$ cat src/rtl/sqm_pkg.sv
// Shared types and constants for the square-and-multiply sequencer.
package sqm_pkg;

  localparam int SQM_W_A = 8;
  localparam int SQM_W_B = 4;

  typedef enum logic [1:0] {
    IDLE   = 2'd0,
    SQUARE = 2'd1,
    MULT   = 2'd2,
    DONE   = 2'd3
  } sqm_state_t;

  // Leading-one position; an all-zero input reports position 0.
  function automatic int unsigned msb_index(input logic [31:0] b);
    msb_index = 0;
    for (int i = 0; i < 32; i++) begin
      if (b[i]) msb_index = i;
    end
  endfunction

endpackage

$ cat src/rtl/sqm_sequencer_if.sv
// Request/result handshake bundle between a requester and sqm_sequencer.
interface sqm_sequencer_if
  import sqm_pkg::*;
#(
  parameter int W_A = SQM_W_A,
  parameter int W_B = SQM_W_B
);

  logic           in_valid;
  logic           in_ready;
  logic [W_A-1:0] A;
  logic [W_B-1:0] B;
  logic           out_valid;
  logic           out_ready;
  logic [W_A-1:0] Y;

  modport master (output in_valid, A, B, out_ready, input in_ready, out_valid, Y);
  modport slave  (input in_valid, A, B, out_ready, output in_ready, out_valid, Y);

endinterface

$ cat src/rtl/sqm_mul.sv
// Shared combinational W x W multiplier keeping only the low W product bits.
module sqm_mul #(
  parameter int W = 8
) (
  input  logic [W-1:0] op_a,
  input  logic [W-1:0] op_b,
  output logic [W-1:0] prod
);

  // Context width W truncates the 2W-bit product to its low half.
  assign prod = op_a * op_b;

endmodule

$ cat src/rtl/sqm_sequencer.sv
// Sequential Y = A^B mod 2^W_A via square-and-multiply on one shared multiplier.
// Optional build macro SQM_EARLY_EXIT_EN starts at the exponent's leading one.
module sqm_sequencer
  import sqm_pkg::*;
#(
  parameter int W_A = SQM_W_A,
  parameter int W_B = SQM_W_B
) (
  input  logic              clk,
  input  logic              reset,
  sqm_sequencer_if.slave    bus,
  output logic              busy
);

  localparam int IDX_W = (W_B > 1) ? $clog2(W_B) : 1;

  sqm_state_t       state_q, state_d;
  logic [W_A-1:0]   acc_q, acc_d;
  logic [IDX_W-1:0] idx_q, idx_d;
  logic [W_A-1:0]   a_q, a_d;
  logic [W_B-1:0]   b_q, b_d;
  logic [W_A-1:0]   y_q, y_d;
  logic             in_ready_q, in_ready_d;
  logic             out_valid_q, out_valid_d;
  logic             busy_q, busy_d;
  logic [W_A-1:0]   mul_b;
  logic [W_A-1:0]   prod;

  assign mul_b = (state_q == MULT) ? a_q : acc_q;

  sqm_mul #(.W(W_A)) u_mul (
    .op_a (acc_q),
    .op_b (mul_b),
    .prod (prod)
  );

  always_comb begin
    state_d = state_q;
    acc_d   = acc_q;
    idx_d   = idx_q;
    a_d     = a_q;
    b_d     = b_q;
    case (state_q)
      IDLE: begin
        if (bus.in_valid) begin
          a_d     = bus.A;
          b_d     = bus.B;
          acc_d   = W_A'(1);
`ifdef SQM_EARLY_EXIT_EN
          // B==0 lands on idx 0: a single squaring of 1 then DONE.
          idx_d   = IDX_W'(msb_index(32'(bus.B)));
`else
          idx_d   = IDX_W'(W_B - 1);
`endif
          state_d = SQUARE;
        end else begin
          state_d = IDLE;
        end
      end
      SQUARE: begin
        acc_d = prod;
        if (b_q[idx_q]) begin
          state_d = MULT;
        end else if (idx_q == '0) begin
          state_d = DONE;
        end else begin
          idx_d = idx_q - IDX_W'(1);
        end
      end
      MULT: begin
        acc_d = prod;
        if (idx_q == '0) begin
          state_d = DONE;
        end else begin
          idx_d   = idx_q - IDX_W'(1);
          state_d = SQUARE;
        end
      end
      DONE: begin
        if (bus.out_ready) begin
          state_d = IDLE;
        end else begin
          state_d = DONE;
        end
      end
      default: state_d = IDLE;
    endcase
  end

  // Outputs are registered from the next state so they line up with it.
  always_comb begin
    in_ready_d  = (state_d == IDLE);
    out_valid_d = (state_d == DONE);
    busy_d      = (state_d != IDLE);
    if (state_d == DONE) begin
      y_d = acc_d;
    end else begin
      y_d = y_q;
    end
  end

  always_ff @(posedge clk) begin
    if (!reset) begin
      state_q     <= IDLE;
      acc_q       <= W_A'(1);
      idx_q       <= '0;
      a_q         <= '0;
      b_q         <= '0;
      y_q         <= '0;
      in_ready_q  <= 1'b1;
      out_valid_q <= 1'b0;
      busy_q      <= 1'b0;
    end else begin
      state_q     <= state_d;
      acc_q       <= acc_d;
      idx_q       <= idx_d;
      a_q         <= a_d;
      b_q         <= b_d;
      y_q         <= y_d;
      in_ready_q  <= in_ready_d;
      out_valid_q <= out_valid_d;
      busy_q      <= busy_d;
    end
  end

  assign bus.in_ready  = in_ready_q;
  assign bus.out_valid = out_valid_q;
  assign bus.Y         = y_q;
  assign busy          = busy_q;

endmodule

$ cat src/flat_wrapper.sv
// flat-port wrapper written by rule: the top's interface ports become plain ports
module sqm_sequencer_flat import sqm_pkg::*;
#(
  parameter int W_A = SQM_W_A,
  parameter int W_B = SQM_W_B
)
  (clk, reset, busy, bus_in_valid, bus_A, bus_B, bus_out_ready, bus_in_ready, bus_out_valid, bus_Y);
  sqm_sequencer_if #(.W_A(W_A), .W_B(W_B)) bus_i ();
  input  logic clk;
  input  logic reset;
  output logic busy;
  input wire logic [$bits(bus_i.in_valid)-1:0] bus_in_valid;
  input wire logic [$bits(bus_i.A)-1:0] bus_A;
  input wire logic [$bits(bus_i.B)-1:0] bus_B;
  input wire logic [$bits(bus_i.out_ready)-1:0] bus_out_ready;
  output wire logic [$bits(bus_i.in_ready)-1:0] bus_in_ready;
  output wire logic [$bits(bus_i.out_valid)-1:0] bus_out_valid;
  output wire logic [$bits(bus_i.Y)-1:0] bus_Y;
  assign bus_i.in_valid = bus_in_valid;
  assign bus_i.A = bus_A;
  assign bus_i.B = bus_B;
  assign bus_i.out_ready = bus_out_ready;
  assign bus_in_ready = bus_i.in_ready;
  assign bus_out_valid = bus_i.out_valid;
  assign bus_Y = bus_i.Y;
  sqm_sequencer #(.W_A(W_A), .W_B(W_B)) u_core (.clk(clk), .reset(reset), .bus(bus_i), .busy(busy));
endmodule
$ cat config.mk
export PLATFORM = sky130hd
export DESIGN_NAME = sqm_sequencer_flat
export DESIGN_NICKNAME = d
export VERILOG_FILES = /design/src/rtl/sqm_pkg.sv /design/src/rtl/sqm_sequencer_if.sv /design/src/rtl/sqm_mul.sv /design/src/rtl/sqm_sequencer.sv /design/src/flat_wrapper.sv
export SDC_FILE = /design/constraint.sdc
export NUM_CORES = 1
export LEC_CHECK = 0
export BUFFER_PORTS_ARGS = -buffer_cell sky130_fd_sc_hd__buf_2
export CELL_PAD_IN_SITES_DETAIL_PLACEMENT = 2
export CELL_PAD_IN_SITES_GLOBAL_PLACEMENT = 2
export CORE_UTILIZATION = 40
export CTS_CLUSTER_SIZE = 20
export DETAILED_ROUTE_END_ITERATION = 8
export PLACE_DENSITY = 0.93
export SYNTH_ARGS = -nofsm -noshare
export SYNTH_HDL_FRONTEND = slang
export SYNTH_SLANG_ARGS = --single-unit
$ cat constraint.sdc
create_clock -name clk -period 8 [get_ports clk]
set_input_delay 1.2 -clock clk [delete_from_list [all_inputs] [get_ports clk]]
set_output_delay 1.2 -clock clk [all_outputs]
set_load 0.02 [all_outputs]
# == Word-level counts from Yosys, hierarchy flattened ==
# Index checks and enable logic that the tools add are counted.
# totals
regBits,35
inputBits,16
wordCells,41
# classes
add_sub_neg,1
mul,1
order_cmp,1
eq_ne,6
n_mux,15
reduce_logical,8
# ops
cell,count
2-to-1 mux 8 bit,2
case mux 8 bit (2 select lines),1
2-to-1 mux 2 bit,7
multiplier 8 x 8 -> 8 bit,1
case mux 2 bit (4 select lines),1
equality test 2 bit (second input constant),3
zero test 2 bit,3
case mux 2 bit (3 select lines),1
inequality test 2 bit (second input constant),2
< comparator 2 x 3 -> 1 bit (second input constant),1
AND reduction 3 bit,1
nonzero test 3 bit,1
binary-select mux 1 bit (select 2 bit),1
equality test 2 x 1 -> 1 bit (second input constant),1
2-to-1 mux 1 bit,2
AND reduction 2 bit,1
nonzero test 2 bit,1
OR reduction 2 bit,1
subtractor 2 x 1 -> 2 bit (second input constant),1

# == Longest topological paths before layout ==
# Gate-level depths: netlist of the first run.
# depth
word_depth,5
ltp_mapped,18

# == Modules after synthesis ==
# A second synthesis of the first run with hierarchy kept.
# unflattened
hier_cells,276
area_unflattened_um2,2497.4
# modules_own_cells
module,n_inst,cells_per_inst,area_each_um2,seq_area_each_um2
sqm_sequencer,1,174,1610.3,700.7
sqm_mul,1,102,887.1,0.0

# == Least setup slack after synthesis of the first run ==
# Ideal clock, no wire load.
# synth_timing
path_kind,flip-flop to flip-flop
startpoint,register u_core.state_q[0]
endpoint,register u_core.acc_q[7]
arrival_ps,4519
slack_ps,3363
stages_incl_launch_ff,18
n_path_buf,1
path_cell_list,dfxtp_1 > inv_1 > ha_1 > buf_2 > mux2_2 > nand2_1 > fa_1 > fa_1 > inv_1 > fa_1 > inv_1 > fa_1 > inv_1 > ha_1 > a21oi_1 > xnor3_1 > xnor3_1 > o21ai_1
# synth_via
elab_chain_len,4
word_cells_on_any_way,7
cone_classes,1 x mul; 2 x eq/ne; 2 x mux; 2 x reduce/logical
# synth_lines
item,line_no,text
start: declaration,sqm_sequencer.sv:17,"sqm_state_t state_q, state_d;"
start signal: assignment,sqm_sequencer.sv:114,state_q <= state_d;
equality test 2 bit,"sqm_sequencer.sv:29, sqm_sequencer.sv:43",
2-to-1 mux 8 bit,sqm_sequencer.sv:29,assign mul_b = (state_q == MULT) ? a_q : acc_q;
multiplier 8 x 8 -> 8 bit,sqm_mul.sv:11,assign prod = op_a * op_b;
case mux 8 bit (2 select lines) (*),sqm_sequencer.sv:43,case (state_q)
end signal: assignment,sqm_sequencer.sv:105,acc_q <= W_A'(1);
end signal: assignment,sqm_sequencer.sv:115,acc_q <= acc_d;
end: declaration,sqm_sequencer.sv:18,"logic [W_A-1:0] acc_q, acc_d;"
# Every way passes the cells marked *; elsewhere a longest branch is shown, timed or not.
# A chain may end at the register's enable or synchronous reset.

# == Final worst setup path of the first run ==
# layout_timing
startpoint,register u_core.state_q[1]
endpoint,"register u_core.y_q[7], in the netlist u_core.bus.Y[7]"
# layout_via
elab_chain_len,4
word_cells_on_any_way,12
cone_classes,1 x mul; 4 x eq/ne; 5 x mux; 2 x reduce/logical
# layout_lines
item,line_no,text
equality test 2 bit / 2-to-1 mux 2 bit (equally long branches),"sqm_sequencer.sv:29, sqm_sequencer.sv:43, sqm_sequencer.sv:64",
2-to-1 mux 8 bit / 2-to-1 mux 2 bit (equally long branches),"sqm_sequencer.sv:29, sqm_sequencer.sv:62",
multiplier 8 x 8 -> 8 bit / case mux 2 bit (4 select lines) (equally long branches),"sqm_mul.sv:11, sqm_sequencer.sv:43",
case mux 8 bit (2 select lines) / equality test 2 bit (equally long branches),"sqm_sequencer.sv:43, sqm_sequencer.sv:95",
end signal: assignment,sqm_sequencer.sv:119,y_q <= y_d;
end: declaration,sqm_sequencer.sv:22,"logic [W_A-1:0] y_q, y_d;"
# Several ways; a longest one is shown, not always the timed one.

==> impl_metrics.toml, run 1 <==
[pwr]
p_clk_share_pct = 36.1
leakagePower_nw = 1.29
p_int_mw = 0.286
seq_power_share_pct = 47.5
p_switching_mw = 0.118
comb_power_share_pct = 16.5
powerDensity_nw_per_um2 = 144
swShare_pct = 29.3
ir_drop_mv = 0.114
power_mw = 0.405

[die]
die_y_um = 81.9
start_util_pct = 42.4
coreArea_um2 = 6030
die_w_um = 81.9
row_count = 28
dieArea_um2 = 6710
num_io_pins = 27

[global_routing]
antenna_found_initial = 0
overflow = 0
grt_max_degree = 35
grt_pass1_vias = 2282
grt_usage_pct = 25.5
grt_pass1_wl_um = 12200

[detailed_routing]
finalWirelength_um = 7720
ant_nets = 0
vias_per_cell = 5.34
first_pass_iters = 4
wl_per_cell_um = 20.6
drc = 0
drt_iter0_markers = 65
vias = 2001

[sta]
rsz0062_at_grt = "false"
fin_ws_ps = 2870
finalHoldViolations = 0
slew_headroom_pct = 55.6
whs_ps = 479
period_minus_slack_ps = 5130
drv_slew = 0
fmax_ghz = 0.195
clock-skew-final_ps = 4.31
setup_viol = 0
tightest_slew_ps = 664
finalCritPeriodShare_pct = 64.1
setup_tns_ps = 0

[layout]
final_common_cell = "nand2_1"
postLayoutCellArea_um2 = 2820
fin_cells = 375
fin_nets = 349
antennaDiodeCount = 0
fin_util_pct = 46.7
syn_to_final_growth_pct = 10.2
final_cell_mix = "nand2_1, dfxtp_1, inv_1"
drive_gt1_share_pct = 17.7

[setup_path]
critPathKind = "flop to flop"
critPathLaunchType = "flop"
cp_max_fo = 12
worstPathRequired_ps = 8230
cp.arrival_ps = 5360
cp-end-kind = "flop"

[clock_network]
cts_max_level = 2
clkSinkCount = 35
numCtsBuffers = 5
post_cts_resized = 0
clockBufferDepth = 2
ctsHoldBuffers = 0
path_clk_slew_ps = 70
cts_tree = "built"
cts-root-buf = "clkbuf_8"
clock_latency_ps = 290
cts_setup_buffers = 0

[outcome]
status = "completed"

[placed_design]
port_buffers = 26
place.gp.congestion = 0.816
dp_hpwl_um = 5610
dpl_cell_area_um2 = 2720
place_inst = 367
pre_cts_slack_ps = 2850

[synthesis]
yosysSeqAreaShare_pct = 27.4
synth_nets = 326
syn_area_um2 = 2550
ys_ff_latch = 35
ys_warn_count = 0
ys.flop_type = "dfxtp_1"
synthArstFlopShare_pct = 0
synth_edf_count = 0
synthCells = 276
postSynthAreaPerCell_um2 = 9.26
ys_types = 44

[flow_run]
cap_violations = 0

[min_path]
hold_path.class = "flop to flop"
sequential cells by signal, indices dropped and copies added (netlist names):
signal,count
u_core.bus.Y,8
u_core.bus.out_valid,1
u_core.idx_q,2
u_core.a_q,8
u_core.b_q,4
u_core.bus.in_ready,1
u_core.state_q,2
u_core.busy,1
u_core.acc_q,8
cell usage after synthesis (all sizes together), types with 3 or more instances:
| cell type | instances | area share [%] |
|---|---|---|
| buf | 3 | 0.83 |
| nor2b | 24 | 5.9 |
| dfxtp | 35 | 27 |
| nand2b | 4 | 0.98 |
| clkbuf | 5 | 0.78 |
| nand3 | 3 | 0.59 |
| ha | 22 | 11 |
| nor2 | 4 | 0.88 |
| a21boi | 12 | 3.5 |
| fa | 12 | 9.4 |
| o21ai | 8 | 2.2 |
| mux2 | 5 | 2.4 |
| a21oi | 5 | 1.4 |
| o211a | 3 | 1.2 |
| and2 | 11 | 2.8 |
| a22o | 6 | 2.3 |
| mux2i | 11 | 4.5 |
| xor2 | 3 | 1.0 |
| xnor2 | 9 | 3.1 |
| nand2 | 46 | 6.9 |
| inv | 30 | 4.4 |
layout make-up:
type                    instances  area, um2
well taps                      75       93.8
fillers                       681       3210
repair buffers                 26        130
multi-input cells             201       1680
clock buffers                   8        100
flip-flops and latches         35        701
inverters                      30        113
cells by family (layout without fill, tap and decap cells):
kind of cell             count (synthesis)  in the layout  share of synthesized area (%)
AO/OA/AOI/OAI                           39             39                           12.5
XOR/XNOR                                14             14                           5.88
adder cells (fa/ha/maj)                 34             34                           20.2
buffers and inverters                   40             64                           6.86
flip-flops                              35             35                           27.4
multiplexers                            17             17                           7.69
AND/OR/NAND/NOR                         97             97                           19.5
metal layers:
metal  global-route usage, %  routed length [um]  up-vias  share of wire, %
met5                       0                   0        -                 0
met3                    4.22                 154       17               2.0
met4                    11.2                 212        0               2.7
met1                    28.5                3160     1022                41
met2                    47.1                4190       29                54
li1                        -                   -      933                 -
worst paths after layout:
path | startpoint | to | slack [ps] | cells past startpoint
setup / recovery | u_core.state_q[1] | u_core.bus.Y[7] | 2870 | 15
hold / removal | u_core.b_q[2] | u_core.b_q[2] | 480 | 2
setup reg to reg | u_core.state_q[1] | u_core.bus.Y[7] | 2870 | 15
hold reg to reg | u_core.b_q[2] | u_core.b_q[2] | 480 | 2
power groups by stage:
stage	clock network, mW	registers [mW]	logic (mW)
after detailed placement	0	0.196	0.0653
after global placement	0	0.195	0.0606
after global routing	0.157	0.193	0.0724
after CTS	0.151	0.192	0.0676
final	0.146	0.192	0.0667
after floorplan	0	0.194	0.0467
critical path, stage by stage, from the launching register on:
cell     delay, ps
dfxtp_1        430
ha_1           590
mux2_2         310
nand2_1         90
fa_1           480
fa_1           550
inv_1           50
fa_1           480
inv_1           60
fa_1           520
inv_1           40
ha_1           310
a21oi_1        220
xnor3_1        350
xnor3_1        420
o21ai_2        150
Note: power is estimated with default switching activity, not from simulation.
==> run 2: changes to the inputs <==
- ABC_AREA: not set -> 1
- CORE_UTILIZATION: 40 -> 33
- PLACE_DENSITY: 0.93 -> 0.88
- clock period: 8 -> 5.05 ns (I/O delays scaled with it)
==> impl_metrics.toml, run 2 <==
[layout]
fin_cells = 491
antennaDiodeCount = 0
final_cell_mix = "nand2_1, inv_1, nor2_1"
final_common_cell = "nand2_1"
nFillCells = 899
drive_gt1_share_pct = 10.7
fin_nets = 442
syn_to_final_growth_pct = 13.8
fin_util_pct = 38.9

[pwr]
comb_power_share_pct = 14.5
leakagePower_nw = 1.48
swShare_pct = 26.4
ir_drop_mv = 0.206
p_switching_mw = 0.167
powerDensity_nw_per_um2 = 223
p_clk_share_pct = 37.8
p_int_mw = 0.465
seq_power_share_pct = 47.6

[detailed_routing]
finalWirelength_um = 7880
vias_per_cell = 4.94
drc = 0
ant_nets = 0
vias = 2425
wl_per_cell_um = 16.0
drt_iter0_markers = 77
first_pass_iters = 4

[setup_path]
cp-end-kind = "flop"
worst_path_most_repeated_cell = "nand2_1"
critPathLaunchType = "flop"
worstPathRequired_ps = 5230
max_stage_delay_ps = 570
cp.arrival_ps = 4830
timing.rr.start = "u_core.state_q[0]"
path_buf_inv = 7
crit_start = "u_core.state_q[0]"
crit_slowest_cell = "fa_1"
critPathKind = "flop to flop"
path_delay_family = "adder cells"
cp_max_fo = 11

[sta]
clock-skew-final_ps = 6.49
finalCritPeriodShare_pct = 91.9
rsz0062_at_grt = "false"
finalHoldViolations = 0
tightest_slew_ps = 619
drv_slew = 0
slew_headroom_pct = 58.7
setup_viol = 0
fmax_ghz = 0.215
setup_tns_ps = 0
period_minus_slack_ps = 4640

[clock_network]
cts_tree = "built"
path_clk_slew_ps = 70
cts_max_level = 2
clkSinkCount = 35
cts_setup_buffers = 0
cts-root-buf = "clkbuf_8"
numCtsBuffers = 5
clockBufferDepth = 2
clock_latency_ps = 280

[die]
die_y_um = 89.0
row_count = 31
start_util_pct = 34.2
coreArea_um2 = 7290
num_io_pins = 27
dieArea_um2 = 7910
die_w_um = 89.0

[global_routing]
overflow = 0
grt_pass1_wl_um = 13200
grt_max_degree = 25
grt_usage_pct = 22.3
antenna_found_initial = 0
grt_pass1_vias = 2678

[synthesis]
ys_top_cells_by_count = "nand2_1, inv_1, nor2_1"
synth_top_cell_area_share_pct = 28.1
yosysSeqAreaShare_pct = 28.1
ys_types = 28
yosys.cell_count.top_type = "nand2_1"
ys.flop_type = "dfxtp_1"
ys_top_cells_by_area = "dfxtp_1, nand2_1, ha_1, inv_1, fa_1"
ys_warn_count = 0
ys_ff_latch = 35
synth_top_area_cell = "dfxtp_1"
synth_nets = 415
syn_area_um2 = 2490
synth_edf_count = 0
synthCells = 365
synthArstFlopShare_pct = 0
postSynthAreaPerCell_um2 = 6.84

[placed_design]
port_buffers = 26
place.gp.congestion = 0.863
place_inst = 484
dp_hpwl_um = 6380

[flow_run]
cap_violations = 0

[min_path]
hold_path.class = "flop to flop"
worstHoldStart = "u_core.a_q[4]"

[outcome]
status = "completed"
-- run 2: worst paths after layout --
check | slack, ps | to | cells past startpoint
hold reg to reg | 460 | u_core.a_q[4] | 2
setup / recovery | 410 | u_core.bus.Y[7] | 27
hold / removal | 460 | u_core.a_q[4] | 2
setup reg to reg | 410 | u_core.bus.Y[7] | 27
-- run 2: tightest hold or removal path: stages (launching register included) --
cell and delay [ps]:
dfxtp_1 300, inv_1 60, a21oi_1 60
-- run 2: timing repair --
item | 4_1_cts | 5_1_grt
setup endpoints to repair | 0 | 2
gates resized for setup | 0 | 5
hold buffers | 0 | 0
-- run 2: power groups by stage --
stage | Sequential, mW | Clock, mW | Combinational, mW
final | 0.301 | 0.239 | 0.0918
after CTS | 0.301 | 0.243 | 0.0920
after global placement | 0.306 | 0 | 0.0839
after global routing | 0.303 | 0.255 | 0.104
after floorplan | 0.308 | 0 | 0.0562
after detailed placement | 0.307 | 0 | 0.0902
-- run 2: through the flow --
stage / instance area [um2] / total power [mW] / worst slack, ps / hold slack, ps
4_1_cts: 2820 / 0.636 / 93.8 / 469
5_1_grt: 2840 / 0.663 / 25.8 / 494
3_5_place_dp: 2720 / 0.397 / 152 / 458
2_1_floorplan: 2490 / 0.364 / 734 / 429
6_report: 2840 / 0.632 / 409 / 462
3_3_place_gp: 2720 / 0.390 / 446 / 456
-- run 2: per-layer routing --
layer	routed length, um	track usage [%]
met1	3430	26.6
met2	4080	40.8
met3	160	3.69
met4	207	7.07
met5	0	0
-- run 2: cell type report --
| class | instances | area (um2) | area share, % |
|---|---|---|---|
| multi-input cells | 251 | 1500 | 52.8 |
| flip-flops and latches | 35 | 703 | 24.8 |
| inverters | 72 | 273 | 9.61 |
| repair buffers | 27 | 138 | 4.85 |
| well taps | 99 | 124 | 4.36 |
| clock buffers | 6 | 72.6 | 2.56 |
| clock inverters | 1 | 30.0 | 1.06 |
-- run 2: cells by family (layout without fill, tap and decap cells) --
| family | Yosys count | after routing | synth area share (%) |
|---|---|---|---|
| fa+ha+maj | 34 | 34 | 20.7 |
| xor+xnor | 2 | 2 | 0.702 |
| flops | 35 | 35 | 28.1 |
| compound gates | 59 | 59 | 12.8 |
| simple gates | 156 | 156 | 25.4 |
| buf+inv | 79 | 106 | 12.3 |
==> run 3: changes to the inputs <==
- PLACE_DENSITY: 0.88 -> not set
- PLACE_DENSITY_LB_ADDON: not set -> 0.1
- clock period: 5.05 -> 5.3 ns (I/O delays scaled with it)
==> impl_metrics.toml, run 3 (synthesis results as in run 2) <==
[outcome]
status = "completed"

[setup_path]
cp_max_fo = 8
critPathKind = "flop to flop"
worstPathRequired_ps = 5490
cp.arrival_ps = 4890
critPathLaunchType = "flop"
max_stage_delay_ps = 540
worst_path_most_repeated_cell = "nand2_1"
crit_slowest_cell = "fa_1"
cp-end-kind = "flop"

[layout]
register_area_um2 = 701
final_common_cell = "nand2_1"
nFillCells = 954
syn_to_final_growth_pct = 14.3
final_cell_mix = "nand2_1, inv_1, nor2_1"
drive_gt1_share_pct = 10.2
fin_nets = 442
multi_input_area_um2 = 1490
antennaDiodeCount = 0

[sta]
tightest_slew_ps = 611
rsz0062_at_grt = "false"
finalHoldViolations = 0
clock-skew-final_ps = 3.75
period_minus_slack_ps = 4700
drv_slew = 0
fmax_ghz = 0.213
setup_tns_ps = 0
setup_viol = 0
slew_headroom_pct = 59.1
fin_ws_ps = 605
finalCritPeriodShare_pct = 88.6

[die]
row_count = 31
start_util_pct = 34.2
num_io_pins = 27
dieArea_um2 = 7910
die_y_um = 89.0
die_w_um = 89.0
coreArea_um2 = 7290

[detailed_routing]
first_pass_iters = 4
wl_per_cell_um = 15.1
finalWirelength_um = 7430
ant_nets = 0
drc = 0
vias_per_cell = 4.79
vias = 2356
drt_iter0_markers = 78

[pwr]
comb_power_share_pct = 12.8
ir_drop_mv = 0.207
swShare_pct = 24.9
p_switching_mw = 0.164
power_mw = 0.656
powerDensity_nw_per_um2 = 230
p_int_mw = 0.492
p_clk_share_pct = 43.6
seq_power_share_pct = 43.6
leakagePower_nw = 1.49

[placed_design]
pre_cts_slack_ps = 561
port_buffers = 26
place.gp.congestion = 0.846
dp_hpwl_um = 6140

[global_routing]
grt_max_degree = 25
grt_pass1_vias = 2559
overflow = 0
grt_pass1_wl_um = 12500
grt_usage_pct = 21.4
antenna_found_initial = 0

[clock_network]
post_cts_resized = 0
cts_max_level = 2
cts-root-buf = "clkbuf_8"
cts_setup_buffers = 0
clockBufferDepth = 2
clock_latency_ps = 290
cts_tree = "built"
ctsHoldBuffers = 0
numCtsBuffers = 5
clkSinkCount = 35
path_clk_slew_ps = 70

[flow_run]
cap_violations = 0

[min_path]
hold_path.class = "flop to flop"
==> run 3: changes by cell type in the layout (fill, tap and decap cells not counted), sizes merged <==
cell	before	now
bufinv	1	2
==> run 3: stage by stage <==
step | instance area [um2] | hold slack, ps | std cells | util [%]
after floorplan | 2490 | 429 | 365 | -
after global placement | 2720 | 447 | 484 | 37.3
after detailed placement | 2720 | 452 | 484 | 37.3
after CTS | 2850 | 460 | 492 | 39.1
after global routing | 2850 | 496 | 492 | 39.1
final | 2850 | 460 | 492 | 39.1
==> run 3: final cells by class <==
type	count	area share (%)
Clock buffer	6	2.54
Clock inverter	2	2.11
Inverter	72	9.48
Multi-Input combinational cell	251	52.1
Sequential cell	35	24.6
Tap cell	99	4.34
Timing Repair Buffer	27	4.83
==> run 3: path summary, 6_finish.rpt <==
path                          start               to  slack (ps)  cells past startpoint
setup / recovery  u_core.state_q[0]  u_core.bus.Y[7]         600                     27
hold reg to reg       u_core.a_q[7]    u_core.a_q[7]         460                      2
hold / removal        u_core.a_q[7]    u_core.a_q[7]         460                      2
setup reg to reg  u_core.state_q[0]  u_core.bus.Y[7]         600                     27
==> run 3: layer usage <==
| metal | GRT usage (%) | vias up | wire, um | part of all wire, % |
|---|---|---|---|---|
| li1 | - | 1183 | - | - |
| met1 | 26.9 | 1145 | 3440 | 46 |
| met2 | 39.0 | 21 | 3810 | 51 |
| met3 | 2.59 | 7 | 102 | 1.4 |
| met4 | 5.19 | 0 | 78 | 1.0 |
| met5 | 0 | - | 0 | 0 |
==> run 3: worst max-delay path, delay by kind of cell, from the launching register on <==
| family | cells | cell delay (ps) |
|---|---|---|
| fa+ha+maj | 6 | 2520 |
| simple gates | 14 | 1180 |
| buf+inv | 7 | 500 |
| flops | 1 | 410 |
==> run 3: power groups by stage <==
stage / combinational, mW / sequential [mW] / clock (mW)
floorplan: 0.0535 / 0.293 / 0
finish: 0.0840 / 0.286 / 0.286
global placement: 0.0820 / 0.292 / 0
CTS: 0.0862 / 0.287 / 0.292
detailed placement: 0.0847 / 0.292 / 0
global route: 0.0973 / 0.288 / 0.303
